**src/rtl/mem_port_arbiter.sv**
```systemverilog
// Single-port memory arbiter between instruction fetch (I) and data (D).
// D wins ties until its streak hits MAX_D_STREAK; a watchdog ends hung accesses.
module mem_port_arbiter #(
  parameter int MAX_D_STREAK = 4,
  parameter int TIMEOUT      = 16,
  parameter int CNT_W        = 5
) (
  input  logic        clk,
  input  logic        reset,
  input  logic        i_req,
  input  logic [31:0] i_addr,
  output logic        i_done,
  output logic [31:0] i_rdata,
  output logic        i_err,
  input  logic        d_req,
  input  logic        d_we,
  input  logic [31:0] d_addr,
  input  logic [31:0] d_wdata,
  input  logic [3:0]  d_byteen,
  output logic        d_done,
  output logic [31:0] d_rdata,
  output logic        d_err,
  output logic        mem_req,
  output logic        mem_we,
  output logic [31:0] mem_addr,
  output logic [31:0] mem_wdata,
  output logic [3:0]  mem_byteen,
  input  logic [31:0] mem_rdata,
  input  logic        mem_ready
);

  localparam int SW = $clog2(MAX_D_STREAK + 1);

  typedef enum logic [1:0] {
    IDLE, GNT_I, GNT_D, RESP
  } state_t;

  state_t          r_state;
  logic [SW-1:0]   r_streak;
  logic [CNT_W-1:0] r_cnt;
  logic            r_owner;
  logic            r_mreq;
  logic            r_mwe;
  logic [31:0]     r_maddr;
  logic [31:0]     r_mwdata;
  logic [3:0]      r_mbe;
  logic            r_idone;
  logic            r_ddone;
  logic [31:0]     r_irdata;
  logic [31:0]     r_drdata;
  logic            r_ierr;
  logic            r_derr;

  logic w_force_i;
  logic w_tmo;

  assign w_force_i = (r_streak == SW'(MAX_D_STREAK));
  assign w_tmo     = (r_cnt == CNT_W'(TIMEOUT - 1));

  always_ff @(posedge clk or posedge reset) begin
    if (reset) begin
      r_state  <= IDLE;
      r_streak <= '0;
      r_cnt    <= '0;
      r_owner  <= 1'b0;
      r_mreq   <= 1'b0;
      r_mwe    <= 1'b0;
      r_maddr  <= '0;
      r_mwdata <= '0;
      r_mbe    <= '0;
      r_idone  <= 1'b0;
      r_ddone  <= 1'b0;
      r_irdata <= '0;
      r_drdata <= '0;
      r_ierr   <= 1'b0;
      r_derr   <= 1'b0;
    end else begin
      unique case (r_state)
        IDLE: begin
          if (d_req && !(i_req && w_force_i)) begin
            r_state  <= GNT_D;
            r_owner  <= 1'b1;
            r_mreq   <= 1'b1;
            r_maddr  <= d_addr;
            r_mwe    <= d_we;
            r_mwdata <= d_wdata;
            r_mbe    <= d_we ? d_byteen : 4'b0000;
            r_streak <= i_req ? r_streak + SW'(1) : '0;
          end else if (i_req) begin
            r_state  <= GNT_I;
            r_owner  <= 1'b0;
            r_mreq   <= 1'b1;
            r_maddr  <= i_addr;
            r_mwe    <= 1'b0;
            r_mwdata <= '0;
            r_mbe    <= 4'b0000;
            r_streak <= '0;
          end
        end
        GNT_I, GNT_D: begin
          // A ready on the last watchdog cycle still counts as success
          if (mem_ready || w_tmo) begin
            r_state <= RESP;
            r_mreq  <= 1'b0;
            r_cnt   <= '0;
            if (r_owner) begin
              r_ddone  <= 1'b1;
              r_derr   <= !mem_ready;
              r_drdata <= (mem_ready && !r_mwe) ? mem_rdata : '0;
            end else begin
              r_idone  <= 1'b1;
              r_ierr   <= !mem_ready;
              r_irdata <= mem_ready ? mem_rdata : '0;
            end
          end else begin
            r_cnt <= r_cnt + CNT_W'(1);
          end
        end
        RESP: begin
          r_idone <= 1'b0;
          r_ddone <= 1'b0;
          r_state <= IDLE;
        end
        default: r_state <= IDLE;
      endcase
    end
  end

  assign i_done     = r_idone;
  assign i_rdata    = r_irdata;
  assign i_err      = r_ierr;
  assign d_done     = r_ddone;
  assign d_rdata    = r_drdata;
  assign d_err      = r_derr;
  assign mem_req    = r_mreq;
  assign mem_we     = r_mwe;
  assign mem_addr   = r_maddr;
  assign mem_wdata  = r_mwdata;
  assign mem_byteen = r_mbe;

endmodule

```
**config.mk**
```make
export PLATFORM = sky130hd
export DESIGN_NAME = mem_port_arbiter
export DESIGN_NICKNAME = d
export VERILOG_FILES = /design/src/rtl/mem_port_arbiter.sv
export SDC_FILE = /design/constraint.sdc
export NUM_CORES = 1
export LEC_CHECK = 0
export BUFFER_PORTS_ARGS = -buffer_cell sky130_fd_sc_hd__buf_2
export CAP_MARGIN = 10
export CORE_MARGIN = 5
export CORE_UTILIZATION = 44
export CTS_BUF_LIST = sky130_fd_sc_hd__clkbuf_2
export CTS_CLUSTER_SIZE = 20
export DETAILED_ROUTE_END_ITERATION = 8
export PLACE_DENSITY = 0.74
export SLEW_MARGIN = 20
export SYNTH_ARGS = -nofsm -noshare
export SYNTH_HDL_FRONTEND = slang
export SYNTH_SLANG_ARGS = --single-unit
```
**constraint.sdc**
```tcl
create_clock -name clk -period 4.89 [get_ports clk]
set_clock_uncertainty 0.05 [all_clocks]
set_input_delay 0.2445 -clock clk [delete_from_list [all_inputs] [get_ports clk]]
set_output_delay 0.2445 -clock clk [all_outputs]
set_load 0.02 [all_outputs]
```
==> flow_summary.html, run 1 <==
<table>
<tr><th>Metric</th><th>Value</th></tr>
<tr><th colspan="2">Outcome</th></tr>
<tr><td>Run status</td><td>finished, final reports clean</td></tr>
<tr><th colspan="2">Critical path</th></tr>
<tr><td>Data arrival at the endpoint of the critical path</td><td>3690 ps</td></tr>
<tr><td>CP Cell Sequence</td><td>inv_1 -&gt; ha_1 -&gt; nand3_2 -&gt; and3_1 -&gt; buf_4 -&gt; a32o_1 -&gt; dlygate4sd3_1</td></tr>
<tr><td>Largest fanout of any net on the critical path</td><td>38</td></tr>
<tr><td>Worst setup EP type</td><td>flip-flop</td></tr>
<tr><td>Required time of the critical path</td><td>5490 ps</td></tr>
<tr><td>Type of element launching the critical path</td><td>flip-flop</td></tr>
<tr><td>Critical-path top delay cell</td><td>sky130_fd_sc_hd__nand3_2</td></tr>
<tr><td>Worst setup path class</td><td>reg -&gt; reg</td></tr>
<tr><td>Crit path largest cell delay</td><td>600 ps</td></tr>
<tr><th colspan="2">Job</th></tr>
<tr><td>Max-capacitance violation count</td><td>0</td></tr>
<tr><th colspan="2">Global route</th></tr>
<tr><td>Initial antenna violation count</td><td>1</td></tr>
<tr><td>Remaining Overflow, GRT</td><td>0</td></tr>
<tr><td>Wire length of the first global-routing pass</td><td>31800 microns</td></tr>
<tr><td>Via count of the first global-routing pass</td><td>6269</td></tr>
<tr><td>Aggregate global-route resource usage</td><td>0.246</td></tr>
<tr><td>Maximum number of pins on one net before global-route repair</td><td>105</td></tr>
<tr><th colspan="2">Floorplan</th></tr>
<tr><td>Placement Rows</td><td>43</td></tr>
<tr><td>Overall die height</td><td>128 microns</td></tr>
<tr><td>Core area</td><td>13700 sq um</td></tr>
<tr><td>I/O pin count</td><td>276</td></tr>
<tr><td>Die span in x</td><td>128 microns</td></tr>
<tr><td>Die area</td><td>16300 sq um</td></tr>
<tr><td>Starting density of the core</td><td>0.444</td></tr>
<tr><th colspan="2">Clock network</th></tr>
<tr><td>Maximum count of clock buffers along a single path</td><td>2</td></tr>
<tr><td>Maximum level of the CTS H-tree</td><td>4</td></tr>
<tr><td>Clock slew seen by the registers of the worst setup and hold paths</td><td>270 ps</td></tr>
<tr><td>TritonCTS clock tree</td><td>yes</td></tr>
<tr><td>Gates resized, CTS repair</td><td>0</td></tr>
<tr><td>Worst-Skew Late Latency</td><td>700 ps</td></tr>
<tr><td>CTS root buf</td><td>sky130_fd_sc_hd__clkbuf_2</td></tr>
<tr><td>Number of clock sinks</td><td>149</td></tr>
<tr><td>Number of buffers inserted during clock tree synthesis</td><td>17</td></tr>
<tr><th colspan="2">Synth</th></tr>
<tr><td>Area leader, netlist</td><td>sky130_fd_sc_hd__dfrtp_1</td></tr>
<tr><td>Gate count after technology mapping</td><td>560</td></tr>
<tr><td>Biggest area contributors in the synthesized netlist</td><td>sky130_fd_sc_hd__dfrtp_1, sky130_fd_sc_hd__a22o_1, sky130_fd_sc_hd__nand2_1</td></tr>
<tr><td>Count of state elements after synthesis</td><td>149</td></tr>
<tr><td>Count of synthesis-stage warnings from yosys</td><td>0</td></tr>
<tr><td>Syn nets</td><td>705</td></tr>
<tr><td>Most instantiated flip-flop cell in the synthesis netlist</td><td>sky130_fd_sc_hd__dfrtp_1</td></tr>
<tr><td>Number of enable flip-flop cells after synthesis</td><td>0</td></tr>
<tr><td>Synthesized area</td><td>6100 sq um</td></tr>
<tr><td>Post-synthesis async set-or-reset flop share</td><td>1.00</td></tr>
<tr><td>Top-area cell type share of the netlist area</td><td>0.612</td></tr>
<tr><td>Syn Area/Cell</td><td>10.9 sq um</td></tr>
<tr><td>Sequential share of the synthesized area</td><td>0.612</td></tr>
<tr><td>Synth cell types</td><td>36</td></tr>
<tr><th colspan="2">Drt</th></tr>
<tr><td>DRT iter0 DRCs</td><td>451</td></tr>
<tr><td>Number of nets with antenna violations after detailed routing</td><td>0</td></tr>
<tr><td>Number of detailed-routing iterations run before antenna repair</td><td>4</td></tr>
<tr><td>Routed length per placed instance</td><td>17.7 microns</td></tr>
<tr><td>Via count of the routed design</td><td>6089</td></tr>
<tr><td>Via/cell ratio</td><td>5.32</td></tr>
<tr><td>DRC violations left</td><td>0</td></tr>
<tr><td>Total wire length</td><td>20300 microns</td></tr>
<tr><th colspan="2">Timing</th></tr>
<tr><td>Final setup vio count</td><td>0</td></tr>
<tr><td>Hold Violations, Final</td><td>0</td></tr>
<tr><td>Number of max-slew violations in the final report</td><td>0</td></tr>
<tr><td>Setup slack of the critical path after layout</td><td>1800 ps</td></tr>
<tr><td>RSZ-0062 raised after global routing</td><td>no</td></tr>
<tr><td>Peak Freq</td><td>323 MHz</td></tr>
<tr><td>Total Negative Setup Slacks</td><td>0 ps</td></tr>
<tr><td>Relative slew slack</td><td>0.388</td></tr>
<tr><td>Clock period minus final worst setup slack</td><td>3090 ps</td></tr>
<tr><td>Actual transition at the worst max-transition pin</td><td>919 ps</td></tr>
<tr><td>Final Cycle Share</td><td>0.632</td></tr>
<tr><td>Final worst hold slack</td><td>183 ps</td></tr>
<tr><th colspan="2">Place</th></tr>
<tr><td>Setup WS pre-CTS</td><td>2380 ps</td></tr>
<tr><td>Placed cells</td><td>972</td></tr>
<tr><td>Detailed placement HPWL</td><td>12200 microns</td></tr>
<tr><td>Buffers added on ports</td><td>275</td></tr>
<tr><td>Routability congestion estimate</td><td>0.825</td></tr>
<tr><td>Cell area after placement</td><td>7560 sq um</td></tr>
<tr><th colspan="2">Final layout</th></tr>
<tr><td>Final design area excluding fillers</td><td>9230 sq um</td></tr>
<tr><td>Final core utilization</td><td>0.673</td></tr>
<tr><td>Non-filler instance count after layout</td><td>1145</td></tr>
<tr><td>Area of combinational cells with multiple inputs</td><td>2120 sq um</td></tr>
<tr><td>Final Net Count</td><td>1096</td></tr>
<tr><td>Synth-to-Final Area Change</td><td>51.4%</td></tr>
<tr><td>Layout cells sized above 1</td><td>0.337</td></tr>
<tr><td>Filler cells</td><td>994</td></tr>
<tr><td>Reg area</td><td>3730 sq um</td></tr>
<tr><th colspan="2">Pwr</th></tr>
<tr><td>Sw Ratio</td><td>0.445</td></tr>
<tr><td>Sequential power share</td><td>0.363</td></tr>
<tr><td>Portion of total power attributed to combinational logic</td><td>0.508</td></tr>
<tr><td>Power density over the cells</td><td>643 nW/um^2</td></tr>
<tr><td>Cell Int Power</td><td>3.29 mW</td></tr>
<tr><td>Leakage power summed over all cells</td><td>4.67 nW</td></tr>
<tr><td>Highest ir drop seen on vdd</td><td>307 uV</td></tr>
<tr><td>Power Total</td><td>5.93 mW</td></tr>
<tr><td>Switch Pwr</td><td>2.64 mW</td></tr>
<tr><td>Clock share of power</td><td>0.129</td></tr>
<tr><th colspan="2">Min path</th></tr>
<tr><td>Hold Crit Class</td><td>in -&gt; async</td></tr>
</table>
power groups by stage:
stage / Clock (mW) / Combinational [mW] / Sequential [mW]
floorplan: 0 / 1.10 / 2.80
global placement: 0 / 2.62 / 2.15
detailed placement: 0 / 2.67 / 2.15
CTS: 0.791 / 2.98 / 2.13
global route: 0.839 / 3.24 / 2.22
finish: 0.769 / 3.01 / 2.15
what timing repair did:
item                                    in CTS  in global routing
hold endpoints to repair                   248                  0
endpoints found under the setup margin       0                  0
setup buffers                                0                  0
hold buffers                               140                  0
final timing paths:
check                                  from            end  slack (ps)  cells past startpoint
max in group asynchronous             reset          d_err        3410                      4
min in group clk                d_wdata[19]  mem_wdata[19]         190                      3
worst min-delay path                  reset  mem_wdata[20]         180                      3
worst max-delay path            r_streak[0]  mem_byteen[1]        1800                      7
worst min register to register     r_cnt[3]       r_cnt[3]         450                      1
worst max register to register  r_streak[0]  mem_byteen[1]        1800                      7
placed cells by master (no fill, tap or decap), types with 3 or more instances in the layout:
| master | synthesis | layout |
|---|---|---|
| sky130_fd_sc_hd__ha_1 | 7 | 7 |
| sky130_fd_sc_hd__inv_8 | 0 | 3 |
| sky130_fd_sc_hd__o21ai_0 | 40 | 40 |
| sky130_fd_sc_hd__dlygate4sd3_1 | 0 | 140 |
| sky130_fd_sc_hd__nor2_1 | 3 | 3 |
| sky130_fd_sc_hd__a31oi_1 | 4 | 4 |
| sky130_fd_sc_hd__inv_1 | 9 | 8 |
| sky130_fd_sc_hd__nand3_1 | 3 | 3 |
| sky130_fd_sc_hd__o211ai_1 | 33 | 33 |
| sky130_fd_sc_hd__a22o_1 | 65 | 65 |
| sky130_fd_sc_hd__nand2_1 | 131 | 131 |
| sky130_fd_sc_hd__inv_6 | 0 | 7 |
| sky130_fd_sc_hd__buf_2 | 8 | 275 |
| sky130_fd_sc_hd__buf_4 | 0 | 8 |
| sky130_fd_sc_hd__dfrtp_1 | 149 | 149 |
| sky130_fd_sc_hd__a32o_1 | 6 | 6 |
| sky130_fd_sc_hd__nand4_1 | 32 | 32 |
| sky130_fd_sc_hd__a21oi_1 | 3 | 3 |
| sky130_fd_sc_hd__clkbuf_2 | 0 | 17 |
logic make-up after synthesis:
group           Yosys count  share of synthesized area
simple gates            181                      0.132
compound gates          158                      0.193
fa+ha+maj                 7                     0.0144
buf+inv                  61                     0.0429
flops                   149                      0.612
xor+xnor                  1                    0.00144
mux                       3                    0.00513
final cells by class:
cell class / count / area share
clock buffers: 17 / 0.00922
flip-flops and latches: 149 / 0.404
diodes: 1 / 0.000271
multi-input cells: 350 / 0.230
well taps: 180 / 0.0244
repair buffers: 423 / 0.307
clock inverters: 15 / 0.0199
inverters: 10 / 0.00461
cells in the mapped netlist, drive strengths merged (2+ instances only):
| cell | number |
|---|---|
| a21oi | 3 |
| a22o | 65 |
| a31oi | 4 |
| a32o | 6 |
| and3 | 2 |
| buf | 11 |
| clkbuf | 40 |
| dfrtp | 149 |
| ha | 7 |
| inv | 10 |
| mux2i | 2 |
| nand2 | 131 |
| nand3 | 4 |
| nand4 | 32 |
| nor2 | 3 |
| nor2b | 3 |
| nor3b | 2 |
| o211ai | 33 |
| o21ai | 41 |
sequential cells by signal (all words and copies together), names as in the netlist, 2 cells and up:
register    count
r_streak        3
i_rdata        32
r_state         2
mem_addr       32
d_rdata        32
mem_wdata      32
mem_byteen      4
r_cnt           5
critical path: cells and delay by family, from the launching register on:
| kind | cells | cell delay (ps) |
|---|---|---|
| DFF | 1 | 430 |
| AOI/OAI and AO/OA | 1 | 290 |
| and+or+nand+nor | 2 | 1130 |
| adders and majority gates | 1 | 170 |
| buffers and inverters | 3 | 960 |
routing by layer:
| metal | vias to the layer above | global-route usage | wire (microns) |
|---|---|---|---|
| met3 | 51 | 0.0729 | 1850 |
| met5 | - | 0.00619 | 0 |
| met4 | 0 | 0.102 | 702 |
| met1 | 2913 | 0.302 | 8080 |
| met2 | 330 | 0.406 | 9700 |
| li1 | 2795 | - | - |
No activity file was read; power rests on OpenSTA's default activity.
==> run 2, diff against run 1 <==
==> constraint.sdc (replaced) <==
create_clock -name clk -period 2.95 [get_ports clk]
set_clock_uncertainty 0.05 [all_clocks]
set_input_delay 0.1475 -clock clk [delete_from_list [all_inputs] [get_ports clk]]
set_output_delay 0.1475 -clock clk [all_outputs]
set_load 0.02 [all_outputs]
==> run 2 against run 1 <==
Against the previous run: sequential share of layout area decreased by 0.98 points; register-to-register slack got worse by 1600 ps; setup slack got worse by 1600 ps; sequential power increased by 67%; largest power group unchanged.
==> flow_summary.html, run 2 (synthesized netlist as in run 1, its figures left out) <==
<table>
<tr><th>Metric</th><th>Value</th></tr>
<tr><th colspan="2">Floorplan</th></tr>
<tr><td>I/O pin count</td><td>276 (unchanged)</td></tr>
<tr><td>Overall die height</td><td>128 microns (unchanged)</td></tr>
<tr><td>Starting density of the core</td><td>0.444 (unchanged)</td></tr>
<tr><td>Die area</td><td>16300 sq um (unchanged)</td></tr>
<tr><td>Placement Rows</td><td>43 (unchanged)</td></tr>
<tr><td>Core area</td><td>13700 sq um (unchanged)</td></tr>
<tr><td>Die span in x</td><td>128 microns (unchanged)</td></tr>
<tr><th colspan="2">Critical path</th></tr>
<tr><td>Data arrival at the endpoint of the critical path</td><td>3360 ps (was 3690 ps)</td></tr>
<tr><td>Largest fanout of any net on the critical path</td><td>34 (was 38)</td></tr>
<tr><td>CP Cell Sequence</td><td>inv_1 -&gt; ha_1 -&gt; inv_2 -&gt; or3_1 -&gt; buf_4 -&gt; a22o_1 -&gt; dlygate4sd3_1 (was inv_1 -&gt; ha_1 -&gt; nand3_2 -&gt; and3_1 -&gt; buf_4 -&gt; a32o_1 -&gt; dlygate4sd3_1)</td></tr>
<tr><td>Type of element launching the critical path</td><td>flip-flop (unchanged)</td></tr>
<tr><td>FF-to-FF setup slack</td><td>170 ps (was 1800 ps)</td></tr>
<tr><td>Number of cells on the worst reg-to-reg path</td><td>7 (unchanged)</td></tr>
<tr><td>Critical register-to-register path startpoint</td><td>r_state[0] (was r_streak[0])</td></tr>
<tr><td>Required time of the critical path</td><td>3530 ps (was 5490 ps)</td></tr>
<tr><td>Critical-path top delay cell</td><td>sky130_fd_sc_hd__ha_1 (was sky130_fd_sc_hd__nand3_2)</td></tr>
<tr><td>Worst setup EP type</td><td>flip-flop (unchanged)</td></tr>
<tr><td>Crit path largest cell delay</td><td>560 ps (was 600 ps)</td></tr>
<tr><td>Worst r2r dst</td><td>i_rdata[7] (was mem_byteen[1])</td></tr>
<tr><td>Worst setup path class</td><td>reg -&gt; reg (unchanged)</td></tr>
<tr><th colspan="2">Clock network</th></tr>
<tr><td>Maximum count of clock buffers along a single path</td><td>2 (unchanged)</td></tr>
<tr><td>TritonCTS clock tree</td><td>yes (unchanged)</td></tr>
<tr><td>Number of clock sinks</td><td>149 (unchanged)</td></tr>
<tr><td>Total setup buffers inserted after CTS</td><td>0 (unchanged)</td></tr>
<tr><td>Number of buffers inserted during clock tree synthesis</td><td>17 (unchanged)</td></tr>
<tr><td>Maximum level of the CTS H-tree</td><td>4 (unchanged)</td></tr>
<tr><td>CTS root buf</td><td>sky130_fd_sc_hd__clkbuf_2 (unchanged)</td></tr>
<tr><td>Worst-Skew Late Latency</td><td>710 ps (was 700 ps)</td></tr>
<tr><td>Clock slew seen by the registers of the worst setup and hold paths</td><td>280 ps (was 270 ps)</td></tr>
<tr><th colspan="2">Pwr</th></tr>
<tr><td>Portion of total power attributed to combinational logic</td><td>0.530 (was 0.508)</td></tr>
<tr><td>Highest ir drop seen on vdd</td><td>682 uV (was 307 uV)</td></tr>
<tr><td>Sw Ratio</td><td>0.451 (was 0.445)</td></tr>
<tr><td>Power Total</td><td>9.92 mW (was 5.93 mW)</td></tr>
<tr><td>Cell Int Power</td><td>5.45 mW (was 3.29 mW)</td></tr>
<tr><td>Switch Pwr</td><td>4.47 mW (was 2.64 mW)</td></tr>
<tr><td>Clock share of power</td><td>0.109 (was 0.129)</td></tr>
<tr><td>Power density over the cells</td><td>1050 nW/um^2 (was 643 nW/um^2)</td></tr>
<tr><td>Leakage power summed over all cells</td><td>4.76 nW (was 4.67 nW)</td></tr>
<tr><td>Sequential power share</td><td>0.362 (was 0.363)</td></tr>
<tr><th colspan="2">Timing</th></tr>
<tr><td>Number of max-slew violations in the final report</td><td>0 (unchanged)</td></tr>
<tr><td>Actual transition at the worst max-transition pin</td><td>785 ps (was 919 ps)</td></tr>
<tr><td>Total Negative Setup Slacks</td><td>0 ps (unchanged)</td></tr>
<tr><td>RSZ-0062 raised after global routing</td><td>no (unchanged)</td></tr>
<tr><td>Relative slew slack</td><td>0.477 (was 0.388)</td></tr>
<tr><td>Hold Violations, Final</td><td>0 (unchanged)</td></tr>
<tr><td>Clock period minus final worst setup slack</td><td>2780 ps (was 3090 ps)</td></tr>
<tr><td>Final setup vio count</td><td>0 (unchanged)</td></tr>
<tr><td>Peak Freq</td><td>360 MHz (was 323 MHz)</td></tr>
<tr><td>Final Cycle Share</td><td>0.942 (was 0.632)</td></tr>
<tr><th colspan="2">Final layout</th></tr>
<tr><td>Final Net Count</td><td>1120 (was 1096)</td></tr>
<tr><td>Non-filler instance count after layout</td><td>1169 (was 1145)</td></tr>
<tr><td>Filler cells</td><td>972 (was 994)</td></tr>
<tr><td>Area of combinational cells with multiple inputs</td><td>2130 sq um (was 2120 sq um)</td></tr>
<tr><td>Synth-to-Final Area Change</td><td>55.2% (was 51.4%)</td></tr>
<tr><td>Commonest cells after routing, fill and taps aside</td><td>sky130_fd_sc_hd__buf_2, sky130_fd_sc_hd__dlygate4sd3_1, sky130_fd_sc_hd__dfrtp_1, sky130_fd_sc_hd__nand2_1, sky130_fd_sc_hd__a22o_1 (was sky130_fd_sc_hd__buf_2, sky130_fd_sc_hd__dfrtp_1, sky130_fd_sc_hd__dlygate4sd3_1, sky130_fd_sc_hd__nand2_1, sky130_fd_sc_hd__a22o_1)</td></tr>
<tr><td>Reg area</td><td>3730 sq um (unchanged)</td></tr>
<tr><td>Layout cells sized above 1</td><td>0.334 (was 0.337)</td></tr>
<tr><td>Most common cell after layout, fill and taps aside</td><td>sky130_fd_sc_hd__buf_2 (unchanged)</td></tr>
<tr><td>Final core utilization</td><td>0.690 (was 0.673)</td></tr>
<tr><th colspan="2">Min path</th></tr>
<tr><td>Hold Crit Class</td><td>in -&gt; reg (was in -&gt; async)</td></tr>
<tr><td>Cell depth of the worst min-delay path</td><td>3</td></tr>
<tr><td>End point of the most critical hold path</td><td>mem_wdata[21]</td></tr>
<tr><td>Hold path startpoint</td><td>d_wdata[21]</td></tr>
<tr><th colspan="2">Drt</th></tr>
<tr><td>Met2 Wirelength</td><td>10200 microns (was 9700 microns)</td></tr>
<tr><td>Number of detailed-routing iterations run before antenna repair</td><td>4 (unchanged)</td></tr>
<tr><td>Post-route met1 wirelength</td><td>8260 microns (was 8080 microns)</td></tr>
<tr><td>Met3 WL</td><td>2050 microns (was 1850 microns)</td></tr>
<tr><td>DRC violations left</td><td>0 (unchanged)</td></tr>
<tr><td>Total wire length</td><td>21400 microns (was 20300 microns)</td></tr>
<tr><td>Routed length per placed instance</td><td>18.3 microns (was 17.7 microns)</td></tr>
<tr><td>Highest metal layer with signal wires</td><td>met4 (unchanged)</td></tr>
<tr><td>Number of nets with antenna violations after detailed routing</td><td>0 (unchanged)</td></tr>
<tr><td>Via/cell ratio</td><td>5.42 (was 5.32)</td></tr>
<tr><td>Via count of the routed design</td><td>6333 (was 6089)</td></tr>
<tr><td>DRT iter0 DRCs</td><td>389 (was 451)</td></tr>
<tr><th colspan="2">Global route</th></tr>
<tr><td>Wire length of the first global-routing pass</td><td>33900 microns (was 31800 microns)</td></tr>
<tr><td>Initial antenna violation count</td><td>1 (unchanged)</td></tr>
<tr><td>Maximum number of pins on one net before global-route repair</td><td>74 (was 105)</td></tr>
<tr><td>Remaining Overflow, GRT</td><td>0 (unchanged)</td></tr>
<tr><td>Via count of the first global-routing pass</td><td>6635 (was 6269)</td></tr>
<tr><td>Aggregate global-route resource usage</td><td>0.263 (was 0.246)</td></tr>
<tr><th colspan="2">Place</th></tr>
<tr><td>Placed cells</td><td>977 (was 972)</td></tr>
<tr><td>Detailed placement HPWL</td><td>12200 microns (about the same)</td></tr>
<tr><td>Routability congestion estimate</td><td>0.802 (was 0.825)</td></tr>
<tr><td>Buffers added on ports</td><td>275 (unchanged)</td></tr>
<tr><th colspan="2">Job</th></tr>
<tr><td>Max-capacitance violation count</td><td>0 (unchanged)</td></tr>
<tr><th colspan="2">Outcome</th></tr>
<tr><td>Run status</td><td>finished, final reports clean (unchanged)</td></tr>
</table>
run 2: cell types whose count changed in the layout (fill, tap and decap cells not counted), moves of 2 or more:
cell                            previous run  this run
sky130_fd_sc_hd__clkinv_4                  1         4
sky130_fd_sc_hd__buf_12                    0         5
sky130_fd_sc_hd__inv_8                     3         1
sky130_fd_sc_hd__dlygate4sd3_1           140       159
sky130_fd_sc_hd__bufinv_16                 2         0
sky130_fd_sc_hd__clkinvlp_4                1         3
run 2: final cells by class:
type / count / area share
Antenna cell: 1 / 0.000265
Clock buffer: 18 / 0.00952
Clock inverter: 14 / 0.0126
Inverter: 10 / 0.00436
Multi-Input combinational cell: 350 / 0.225
Sequential cell: 149 / 0.394
Tap cell: 180 / 0.0238
Timing Repair Buffer: 447 / 0.331
run 2: power groups by stage:
stage | combinational, mW | sequential (mW) | clock [mW]
floorplan | 1.83 | 4.63 | 0
global placement | 4.42 | 3.56 | 0
detailed placement | 4.52 | 3.57 | 0
CTS | 5.14 | 3.54 | 1.11
global route | 5.66 | 3.70 | 1.19
finish | 5.25 | 3.59 | 1.08
run 2: per-layer routing:
metal / track usage / vias up
li1: - / 2847
met4: 0.130 / 0
met2: 0.433 / 392
met1: 0.316 / 3016
met3: 0.0783 / 78
met5: 0 / -
run 2: how the worst max path moves through the flow:
| stage | from | to | cells past startpoint |
|---|---|---|---|
| final | r_state[0] | i_rdata[7] | 7 |
| after global routing | r_state[0] | i_rdata[7] | 7 |
| after CTS | r_cnt[0] | i_rdata[17] | 8 |
| after detailed placement | r_cnt[0] | i_rdata[10] | 7 |
| after global placement | r_cnt[0] | i_done | 7 |
| after floorplan | reset | d_done | 1 |
run 2: timing repair:
item | 4_1_cts | 5_1_grt
setup endpoints to repair | 0 | 6
hold buffers | 158 | 1
gates resized for setup | 0 | 1
endpoints found under the hold margin | 297 | 1
run 2: critical path: cells and delay by family, from the launching register on:
family	cells	cell delay, ps
buffers and inverters	4	1010
adder cells (fa/ha/maj)	1	560
flip-flops	1	420
AND/OR/NAND/NOR	1	380
AO/OA/AOI/OAI	1	270
run 2: per-stage QoR:
step	worst slack, ps	hold slack [ps]	area [sq um]
6_report	171	118	9460
3_3_place_gp	733	220	7650
2_1_floorplan	878	202	6100
3_5_place_dp	700	216	7650
5_1_grt	7.14	1.65	9460
4_1_cts	142	12.0	9450
==> run 3, diff against run 2 <==
--- a/config.mk
+++ b/config.mk
@@ -8,11 +8,12 @@
 export BUFFER_PORTS_ARGS = -buffer_cell sky130_fd_sc_hd__buf_2
 export CAP_MARGIN = 10
 export CORE_MARGIN = 5
-export CORE_UTILIZATION = 44
+export CORE_UTILIZATION = 27
 export CTS_BUF_LIST = sky130_fd_sc_hd__clkbuf_2
 export CTS_CLUSTER_SIZE = 20
 export DETAILED_ROUTE_END_ITERATION = 8
-export PLACE_DENSITY = 0.74
+export GPL_ROUTABILITY_DRIVEN = 0
+export PLACE_DENSITY = 0.49
 export SLEW_MARGIN = 20
 export SYNTH_ARGS = -nofsm -noshare
 export SYNTH_HDL_FRONTEND = slang
==> run 3 against run 2 <==
Against the previous run: sequential power shrank 1%; die area grew 57%; core utilization shrank 26 points; clock power is essentially flat; non-clock buffer count shrank 1; setup slack gained 140 ps; power shrank 1.6%; sequential share of layout area shrank 0.35 points; register-to-register slack gained 140 ps.
==> flow_summary.html, run 3 (synthesized netlist as in run 1, its figures left out) <==
<table>
<tr><th>Metric</th><th>Value</th></tr>
<tr><th colspan="2">Timing</th></tr>
<tr><td>RSZ-0062 raised after global routing</td><td>no (unchanged)</td></tr>
<tr><td>Number of max-slew violations in the final report</td><td>0 (unchanged)</td></tr>
<tr><td>Total Negative Setup Slacks</td><td>0 ps (unchanged)</td></tr>
<tr><td>Setup slack of the critical path after layout</td><td>313 ps (was 171 ps)</td></tr>
<tr><td>Actual transition at the worst max-transition pin</td><td>826 ps (was 785 ps)</td></tr>
<tr><td>Hold Violations, Final</td><td>0 (unchanged)</td></tr>
<tr><td>Relative slew slack</td><td>0.449 (was 0.477)</td></tr>
<tr><td>Final setup vio count</td><td>0 (unchanged)</td></tr>
<tr><td>Clock period minus final worst setup slack</td><td>2640 ps (was 2780 ps)</td></tr>
<tr><td>Peak Freq</td><td>379 MHz (was 360 MHz)</td></tr>
<tr><td>Final Cycle Share</td><td>0.894 (was 0.942)</td></tr>
<tr><th colspan="2">Drt</th></tr>
<tr><td>Number of detailed-routing iterations run before antenna repair</td><td>4 (unchanged)</td></tr>
<tr><td>Via count of the routed design</td><td>5965 (was 6333)</td></tr>
<tr><td>DRC violations left</td><td>0 (unchanged)</td></tr>
<tr><td>Number of nets with antenna violations after detailed routing</td><td>0 (unchanged)</td></tr>
<tr><td>DRT iter0 DRCs</td><td>263 (was 389)</td></tr>
<tr><td>Via/cell ratio</td><td>4.69 (was 5.42)</td></tr>
<tr><td>Routed length per placed instance</td><td>16.6 microns (was 18.3 microns)</td></tr>
<tr><td>Total wire length</td><td>21200 microns (was 21400 microns)</td></tr>
<tr><th colspan="2">Pwr</th></tr>
<tr><td>Power density over the cells</td><td>1020 nW/um^2 (was 1050 nW/um^2)</td></tr>
<tr><td>Leakage power summed over all cells</td><td>4.74 nW (was 4.76 nW)</td></tr>
<tr><td>Highest ir drop seen on vdd</td><td>519 uV (was 682 uV)</td></tr>
<tr><th colspan="2">Clock network</th></tr>
<tr><td>Number of buffers inserted during clock tree synthesis</td><td>17 (unchanged)</td></tr>
<tr><td>TritonCTS clock tree</td><td>yes (unchanged)</td></tr>
<tr><td>Total setup buffers inserted after CTS</td><td>0 (unchanged)</td></tr>
<tr><td>Clock slew seen by the registers of the worst setup and hold paths</td><td>290 ps (was 280 ps)</td></tr>
<tr><td>Worst-Skew Late Latency</td><td>700 ps (was 710 ps)</td></tr>
<tr><td>Maximum count of clock buffers along a single path</td><td>2 (unchanged)</td></tr>
<tr><td>Number of clock sinks</td><td>149 (unchanged)</td></tr>
<tr><td>CTS root buf</td><td>sky130_fd_sc_hd__clkbuf_2 (unchanged)</td></tr>
<tr><td>Maximum level of the CTS H-tree</td><td>4 (unchanged)</td></tr>
<tr><th colspan="2">Global route</th></tr>
<tr><td>Wire length of the first global-routing pass</td><td>33800 microns (was 33900 microns)</td></tr>
<tr><td>Via count of the first global-routing pass</td><td>6361 (was 6635)</td></tr>
<tr><td>Maximum number of pins on one net before global-route repair</td><td>150 (was 74)</td></tr>
<tr><td>Aggregate global-route resource usage</td><td>0.163 (was 0.263)</td></tr>
<tr><td>Initial antenna violation count</td><td>1 (unchanged)</td></tr>
<tr><td>Remaining Overflow, GRT</td><td>0 (unchanged)</td></tr>
<tr><th colspan="2">Critical path</th></tr>
<tr><td>Worst setup path class</td><td>reg -&gt; reg (unchanged)</td></tr>
<tr><td>FF-to-FF setup slack</td><td>310 ps (was 170 ps)</td></tr>
<tr><td>Data arrival at the endpoint of the critical path</td><td>3230 ps (was 3360 ps)</td></tr>
<tr><td>Number of cells on the worst reg-to-reg path</td><td>7 (unchanged)</td></tr>
<tr><td>Largest fanout of any net on the critical path</td><td>16 (was 34)</td></tr>
<tr><td>Critical register-to-register path startpoint</td><td>r_state[0] (unchanged)</td></tr>
<tr><td>Worst setup EP type</td><td>flip-flop (unchanged)</td></tr>
<tr><td>Required time of the critical path</td><td>3540 ps (was 3530 ps)</td></tr>
<tr><td>Type of element launching the critical path</td><td>flip-flop (unchanged)</td></tr>
<tr><td>Worst r2r dst</td><td>mem_addr[7] (was i_rdata[7])</td></tr>
<tr><th colspan="2">Min path</th></tr>
<tr><td>Hold Crit Class</td><td>in -&gt; async (was in -&gt; reg)</td></tr>
<tr><th colspan="2">Place</th></tr>
<tr><td>Setup WS pre-CTS</td><td>699 ps (was 700 ps)</td></tr>
<tr><td>Detailed placement HPWL</td><td>13100 microns (was 12200 microns)</td></tr>
<tr><td>Buffers added on ports</td><td>275 (unchanged)</td></tr>
<tr><th colspan="2">Floorplan</th></tr>
<tr><td>Die area</td><td>25700 sq um (was 16300 sq um)</td></tr>
<tr><td>I/O pin count</td><td>276 (unchanged)</td></tr>
<tr><td>Die span in x</td><td>160 microns (was 128 microns)</td></tr>
<tr><td>Overall die height</td><td>160 microns (was 128 microns)</td></tr>
<tr><td>Starting density of the core</td><td>0.272 (was 0.444)</td></tr>
<tr><td>Core area</td><td>22400 sq um (was 13700 sq um)</td></tr>
<tr><td>Placement Rows</td><td>55 (was 43)</td></tr>
<tr><th colspan="2">Outcome</th></tr>
<tr><td>Run status</td><td>finished, final reports clean (unchanged)</td></tr>
<tr><th colspan="2">Job</th></tr>
<tr><td>Max-capacitance violation count</td><td>0 (unchanged)</td></tr>
<tr><th colspan="2">Final layout</th></tr>
<tr><td>Synth-to-Final Area Change</td><td>56.6% (was 55.2%)</td></tr>
<tr><td>Most common cell after layout, fill and taps aside</td><td>sky130_fd_sc_hd__buf_2 (unchanged)</td></tr>
<tr><td>Final Net Count</td><td>1119 (was 1120)</td></tr>
<tr><td>Layout cells sized above 1</td><td>0.334 (about the same)</td></tr>
<tr><td>Commonest cells after routing, fill and taps aside</td><td>sky130_fd_sc_hd__buf_2, sky130_fd_sc_hd__dlygate4sd3_1, sky130_fd_sc_hd__dfrtp_1, sky130_fd_sc_hd__nand2_1, sky130_fd_sc_hd__a22o_1 (unchanged)</td></tr>
</table>
==> run 3: critical path, stage by stage (launching register included) <==
cell	delay, ps
sky130_fd_sc_hd__dfrtp_1	460
sky130_fd_sc_hd__inv_1	90
sky130_fd_sc_hd__ha_2	390
sky130_fd_sc_hd__o21a_1	470
sky130_fd_sc_hd__buf_4	290
sky130_fd_sc_hd__nand2_1	70
sky130_fd_sc_hd__o211ai_1	170
sky130_fd_sc_hd__dlygate4sd3_1	580
==> run 3: cell type report <==
type | count | area, sq um
diodes | 1 | 2.50
clock buffers | 17 | 85.1
repair buffers | 446 | 3090
clock inverters | 15 | 120
flip-flops and latches | 149 | 3730
fillers | 2194 | 12900
well taps | 285 | 357
multi-input cells | 350 | 2120
inverters | 10 | 41.3
==> run 3: what timing repair did <==
item                                    in CTS  in global routing
endpoints found under the hold margin      296                  0
gates resized for setup                      0                  1
endpoints found under the setup margin       0                 14
hold buffers                               155                  0
==> run 3: how the worst max path moves through the flow <==
stage                     startpoint     endpoint  slack [ps]  cells past startpoint
after floorplan                reset       d_done         880                      1
after global placement      r_cnt[0]   i_rdata[1]         770                      8
after detailed placement  r_state[0]  mem_addr[5]         700                      6
after CTS                 r_state[0]  mem_addr[5]         100                      7
after global routing      r_state[0]  mem_addr[7]         110                      7
final                     r_state[0]  mem_addr[7]         310                      7
==> run 3: power by group <==
part	switching [mW]	internal, mW	leakage (nW)	total [mW]
clock	0.839	0.239	0.119	1.08
combinational	2.99	2.15	2.72	5.14
sequential	0.553	2.99	1.90	3.54
==> run 3: per-stage QoR <==
stage               cells   util  area [sq um]  hold slack, ps  power [mW]
detailed placement   1085  0.347          7780             320        8.17
finish               1273  0.425          9540             117        9.76
CTS                  1272  0.425          9540            3.40        9.84
global route         1273  0.425          9540            11.6        10.5
floorplan             560      -          6100             202        6.46
global placement     1085  0.347          7780             315        8.14
==> run 3: metal layers <==
metal	vias to the layer above	part of all wire	GRT usage
met2	250	0.47	0.271
li1	2832	-	-
met3	36	0.076	0.0508
met5	-	0	0
met4	0	0.024	0.0618
met1	2847	0.43	0.200
